**config.mk**
```make
export PLATFORM = sky130hd
export DESIGN_NAME = ffn_mm_sequencer
export DESIGN_NICKNAME = d
export VERILOG_FILES = /design/src/rtl/ffn_mm_sequencer_pkg.sv /design/src/rtl/ffn_mm_sequencer_vld_delay.sv /design/src/rtl/ffn_mm_sequencer.sv
export SDC_FILE = /design/constraint.sdc
export NUM_CORES = 1
export LEC_CHECK = 0
export CORE_ASPECT_RATIO = 1.5
export CORE_MARGIN = 2
export CORE_UTILIZATION = 48
export DETAILED_ROUTE_END_ITERATION = 12
export HOLD_SLACK_MARGIN = 0.03
export PLACE_DENSITY = 0.86
export SLEW_MARGIN = 20
export SYNTH_ARGS = -nofsm -noshare
export SYNTH_HDL_FRONTEND = slang
export SYNTH_SLANG_ARGS = --single-unit
```
**constraint.sdc**
```tcl
create_clock -name clock -period 3.4 [get_ports clock]
set_input_delay 0.68 -clock clock [delete_from_list [all_inputs] [get_ports clock]]
set_output_delay 0.68 -clock clock [all_outputs]
set_load 0.05 [all_outputs]
```
**src/rtl/ffn_mm_sequencer_pkg.sv**
```systemverilog
// Shared FFN sequencer definitions: default geometry, address widths and FSM state encoding.
package ffn_mm_sequencer_pkg;

  localparam int FFN_NUM_INPUTS  = 256;
  localparam int FFN_NUM_NEURONS = 10;
  localparam int NUM_MM_BUFFER   = 2;
  localparam int FFN_RD_LAT      = 1;
  localparam int FFN_OUT_WIDTH   = 58;
  localparam int FFN_FM_ADDR_W   = 8;
  localparam int FFN_WT_ADDR_W   = 12;
  localparam int FFN_NEUR_W      = 4;

  typedef enum logic [2:0] {
    ST_IDLE  = 3'd0,
    ST_RUN   = 3'd1,
    ST_DRAIN = 3'd2,
    ST_EMIT  = 3'd3,
    ST_WAIT  = 3'd4
  } mm_state_e;

endpackage

```
**src/rtl/ffn_mm_sequencer_vld_delay.sv**
```systemverilog
// Delays the address-valid strobe by the memory read latency so it lines up with data at the MAC.
module ffn_vld_delay #(
  parameter int RD_LAT = 1
) (
  input  logic clock,
  input  logic reset,
  input  logic vld_in,
  output logic vld_out
);

  if (RD_LAT == 0) begin : g_pass
    assign vld_out = vld_in;
  end else begin : g_pipe
    logic [RD_LAT-1:0] sr;

    // NOTE: sequential state uses non-blocking assignments so every stage samples pre-edge values.
    always_ff @(posedge clock or negedge reset) begin
      if (!reset) sr <= '0;
      else        sr <= RD_LAT'({sr, vld_in});
    end

    assign vld_out = sr[RD_LAT-1];
  end

endmodule

```
**src/rtl/ffn_mm_sequencer.sv**
```systemverilog
// FFN MAC controller: walks NUM_NEURONS dot products over one frame buffer, captures each sum_b
// into a valid/ready output register, then releases and rotates to the next buffer.
module ffn_mm_sequencer
  import ffn_mm_sequencer_pkg::*;
#(
  parameter int NUM_INPUTS  = FFN_NUM_INPUTS,
  parameter int NUM_NEURONS = FFN_NUM_NEURONS,
  parameter int NUM_BUF     = NUM_MM_BUFFER,
  parameter int RD_LAT      = FFN_RD_LAT,
  parameter int OUT_W       = FFN_OUT_WIDTH,
  parameter int FM_ADDR_W   = FFN_FM_ADDR_W,
  parameter int WT_ADDR_W   = FFN_WT_ADDR_W,
  parameter int NEUR_W      = FFN_NEUR_W
) (
  input  logic                 clock,
  input  logic                 reset,
  input  logic [NUM_BUF-1:0]   frame_rdy,
  output logic [NUM_BUF-1:0]   reading_frame,
  output logic                 frame_done,
  output logic [FM_ADDR_W-1:0] fm_addr,
  output logic [WT_ADDR_W-1:0] wt_addr,
  output logic [NEUR_W-1:0]    bias_addr,
  output logic                 mac_en,
  input  logic [OUT_W-1:0]     mac_sum_b,
  output logic [OUT_W-1:0]     out_data,
  output logic [NEUR_W-1:0]    out_idx,
  output logic                 out_valid,
  input  logic                 out_ready,
  output logic                 busy
);

  mm_state_e            state, state_nxt;
  logic [FM_ADDR_W-1:0] term;
  logic [WT_ADDR_W-1:0] wt_cnt;
  logic [NEUR_W-1:0]    neuron;
  logic [2:0]           drain_cnt;
  logic                 addr_vld;
  logic                 last_term;
  logic                 last_neuron;
  logic                 last_drain;
  logic                 frame_go;

  assign last_term   = (term == FM_ADDR_W'(NUM_INPUTS - 1));
  assign last_neuron = (neuron == NEUR_W'(NUM_NEURONS - 1));
  assign last_drain  = (drain_cnt == 3'(RD_LAT - 1));
  assign frame_go    = (|(frame_rdy & reading_frame)) && !out_valid;
  assign addr_vld    = (state == ST_RUN);

  assign fm_addr   = term;
  assign wt_addr   = wt_cnt;
  assign bias_addr = neuron;
  assign busy      = (state != ST_IDLE);

  always_ff @(posedge clock or negedge reset) begin
    if (!reset) state <= ST_IDLE;
    else        state <= state_nxt;
  end

  // NOTE: state_nxt gets a default before the case so no path leaves it unassigned (no latch).
  always_comb begin
    state_nxt = state;
    case (state)
      ST_IDLE:  if (frame_go) state_nxt = ST_RUN;
      ST_RUN:   if (last_term) state_nxt = (RD_LAT == 0) ? ST_EMIT : ST_DRAIN;
      ST_DRAIN: if (last_drain) state_nxt = ST_EMIT;
      ST_EMIT:  state_nxt = last_neuron ? ST_IDLE : ST_WAIT;
      ST_WAIT:  if (!out_valid || out_ready) state_nxt = ST_RUN;
      default:  state_nxt = ST_IDLE;
    endcase
  end

  // Counters saturate at their last value; the weight address is a running count, not neuron*N+term.
  always_ff @(posedge clock or negedge reset) begin
    if (!reset) begin
      term      <= '0;
      wt_cnt    <= '0;
      neuron    <= '0;
      drain_cnt <= '0;
    end else begin
      case (state)
        ST_IDLE: begin
          term   <= '0;
          wt_cnt <= '0;
          neuron <= '0;
        end
        ST_RUN: begin
          drain_cnt <= '0;
          if (!last_term) begin
            term   <= term + 1'b1;
            wt_cnt <= wt_cnt + 1'b1;
          end
        end
        ST_DRAIN: drain_cnt <= drain_cnt + 3'd1;
        ST_EMIT: begin
          term <= '0;
          if (last_neuron) begin
            neuron <= '0;
            wt_cnt <= '0;
          end else begin
            neuron <= neuron + 1'b1;
            wt_cnt <= wt_cnt + 1'b1;
          end
        end
        default: ;
      endcase
    end
  end

  // EMIT's load wins over a same-cycle accept; WAIT guarantees the register is free before EMIT.
  always_ff @(posedge clock or negedge reset) begin
    if (!reset) begin
      out_valid     <= 1'b0;
      out_data      <= '0;
      out_idx       <= '0;
      frame_done    <= 1'b0;
      reading_frame <= NUM_BUF'(1);
    end else begin
      frame_done <= 1'b0;
      if (state == ST_EMIT) begin
        out_valid <= 1'b1;
        out_data  <= mac_sum_b;
        out_idx   <= neuron;
        if (last_neuron) begin
          frame_done    <= 1'b1;
          reading_frame <= {reading_frame[NUM_BUF-2:0], reading_frame[NUM_BUF-1]};
        end
      end else if (out_ready) begin
        out_valid <= 1'b0;
      end
    end
  end

  ffn_vld_delay #(.RD_LAT(RD_LAT)) u_vld_delay (
    .clock   (clock),
    .reset   (reset),
    .vld_in  (addr_vld),
    .vld_out (mac_en)
  );

endmodule

```
==> flow_summary.ini <==
[global_route]
grt_use_total = 0.245
grt_pass1_vias = 3791
grt_max_degree = 85
grt_pass1_wl_um = 18200
total_overflow_reported_by_the_global_router = 0
antenna_found_initial = 0

[clocking]
clkTransAtPathRegs_ns = 0.06
ctsHoldBuffers = 0
cts_tree = done
worst_skew_pair.late_latency_ns = 0.34
tritoncts.num_buffers = 9
postCtsResizedCells = 0
tritoncts_num_sinks = 97
cts-htree-levels = 3
cts_setup_buffers = 0
ctsLongestPathBuffers = 2
cts-root-buf = sky130_fd_sc_hd__clkbuf_16

[place]
dpl.hpwl_um = 7930
finalWeightedCongestion = 0.810
post_dp_cell_area_mm2 = 0.00581
numPlacedInstances = 705
numPortBuffers = 154

[layout]
final_nets = 678
final_design_area_no_fill_mm2 = 0.00616
layout.cells.non_filler = 721
post-route-util = 0.728
area_delta_synth_final_pct = 46.5
drive_above_1_share = 0.0456
antenna_cells = 0

[yosys]
post_synth_xor_area_fraction = 0
netlist_top_cells_area = sky130_fd_sc_hd__dfrtp_1 (57%), sky130_fd_sc_hd__nand2_1 (18%), sky130_fd_sc_hd__o21ai_0 (2.7%), sky130_fd_sc_hd__ha_1 (1.8%), sky130_fd_sc_hd__a21oi_1 (1.5%)
synth_sequential_area_ratio = 0.577
synth_area_mm2 = 0.00421
yosys.area.top_type = sky130_fd_sc_hd__dfrtp_1
synthArstFlopShare = 1.00
synth.lib_cells_used.distinct = 44
synthesis_stage_register_bit_count = 97
synthTopCellsByCount = sky130_fd_sc_hd__nand2_1 (202), sky130_fd_sc_hd__dfrtp_1 (96), sky130_fd_sc_hd__o21ai_0 (23), sky130_fd_sc_hd__a21oi_1 (13), sky130_fd_sc_hd__nor2_1 (12)
synth_mux_area_frac = 0.0101
synth_compound_gate_area_share = 0.101
mean_syn_cell_area_um2 = 9.12
post-synth-top-count-cell = sky130_fd_sc_hd__nand2_1
post-synth-top-area-fraction = 0.571
syn-num-nets = 530
synth_simple_gate_area_share = 0.260
ys.flop_type = sky130_fd_sc_hd__dfrtp_1
synthCells = 461
warnings_from_yosys = 0
synthAdderAreaFrac = 0.0178
main_combinational_cell_family_by_area_after_synthesis = simple AND/OR/NAND/NOR gates
synth_enable_flop_cells = 0

[floorplanning]
die_height_um = 119
core-area_mm2 = 0.00846
num_rows = 41
die_area_mm2 = 0.00954
die_width_um = 80.4
start_util = 0.497
io-pin-count = 155

[timing]
report.final.setup_viol = 0
tightest_slew_ns = 0.922
timing_hold_violations_final = 0
period_needed_ns = 2.74
finalCritPeriodShare = 0.807
skew_ns = 0.00530
slew-limit-headroom = 0.384
maxClockFrequency_mhz = 364
rsz0062_at_grt = false
fin_tns_setup_ns = 0
timing.final.max_slew_violations = 0

[detailed_routing]
vias_per_cell = 5.22
postRouteAntennaNets = 0
drc = 0
detail_route.wirelength_um = 11200
wl_per_cell_um = 15.5
first_iter_violations = 192
vias = 3764
first_pass_iters = 4

[worst_setup_path]
worstSetupPathType = flip-flop to output pin
r2r_cells = 4
cp.arrival_ns = 2.06
timing.critical_path.from_type = flip-flop
critical_path_required_ns = 2.72
cp-end-kind = output pin
setup.reg_to_reg.worst_slack_ns = 1.25
cp_max_fo = 19

[power]
power.density_mw_per_mm2 = 391
power.static_leakage_nw = 2.80
vdd_drop_max_v = 0.000336

[job]
cap_violations = 0

[worst_hold_path]
hp-class = input port to async pin

[run_status]
run_status = complete, no violations
## routing by layer
layer  vias to the layer above  routed length [µm]  global-route usage
li1                       1810                   -                   -
met1                      1798                4250               0.284
met2                       128                5890               0.418
met3                        28                 591              0.0473
met4                         0                 446               0.128
met5                         -                   0                   0
## path summary, 6_finish.rpt
| check | startpoint | endpoint |
|---|---|---|
| setup / recovery | state[2]$_DFFE_PN0P_ | busy |
| hold / removal | reset | fm_addr[0]$_DFFE_PN0P_ |
| setup reg to reg | state[0]$_DFFE_PN0P_ | wt_addr[9]$_DFFE_PN0P_ |
| hold reg to reg | out_data[3]$_DFFE_PN0N_ | out_data[3]$_DFFE_PN0N_ |
| max in group asynchronous | reset | wt_addr[8]$_DFFE_PN0P_ |
| min in group clock | out_data[3]$_DFFE_PN0N_ | out_data[3]$_DFFE_PN0N_ |
## area by class of cell
cell class / instances / area, µm²
Inverter: 10 / 37.5
Timing Repair Buffer: 159 / 1580
Sequential cell: 97 / 2430
Clock inverter: 5 / 103
Multi-Input combinational cell: 332 / 1640
Fill cell: 621 / 2300
Clock buffer: 11 / 243
Tap cell: 107 / 134
## registers in the layout (all words and copies together) (netlist names)
| name | cells |
|---|---|
| state | 3 |
| out_data | 58 |
| wt_addr | 12 |
| fm_addr | 8 |
| reading_frame | 2 |
| out_idx | 4 |
| out_valid | 1 |
| drain_cnt | 3 |
| frame_done | 1 |
| bias_addr | 4 |
| u_vld_delay.vld_out | 1 |
## where the power goes
part	internal [W]	switching [W]
registers	0.00115	0.0000000000000000000652
clock network	0.000738	0.000422
logic	0.0000641	0.0000326
## cells in the final DEF, fill, tap and decap left out, drive strengths merged, types with 2 or more instances in the layout
cell type and instances:
nand2 202, clkdlybuf4s50 153, dfrtp 96, o21ai 24, a21oi 13, nor2 12, clkbuf 11, inv 10
nand3 9, and3 6, a21o 6, ha 6, buf 6, nor3 5, o31ai 5, or4 5
a22o 5, nand2b 3, or3 3, bufinv 3, nand4 3, nand3b 2, o2111ai 2, mux2i 2
o21bai 2, nor2b 2, mux2 2, and3b 2
## kinds of logic after synthesis
group / Yosys count
buf+inv: 32
fa+ha+maj: 6
compound gates: 65
mux: 4
flops: 97
simple gates: 257
## per-stage QoR
stage	power, W	worst slack [ns]	hold slack [ns]
after floorplan	0.00118	1.44	0.384
after global placement	0.00127	1.07	0.457
after detailed placement	0.00127	1.03	0.462
after CTS	0.00243	0.659	0.478
after global routing	0.00248	0.537	0.463
final	0.00241	0.655	0.368
## worst max-delay path, stage by stage (launching register included)
cell and delay, ns:
sky130_fd_sc_hd__dfrtp_1 0.65, sky130_fd_sc_hd__nor3_1 0.12, sky130_fd_sc_hd__inv_1 0.13, sky130_fd_sc_hd__clkdlybuf4s50_1 0.83
Note: power is estimated with default switching activity, not from simulation.
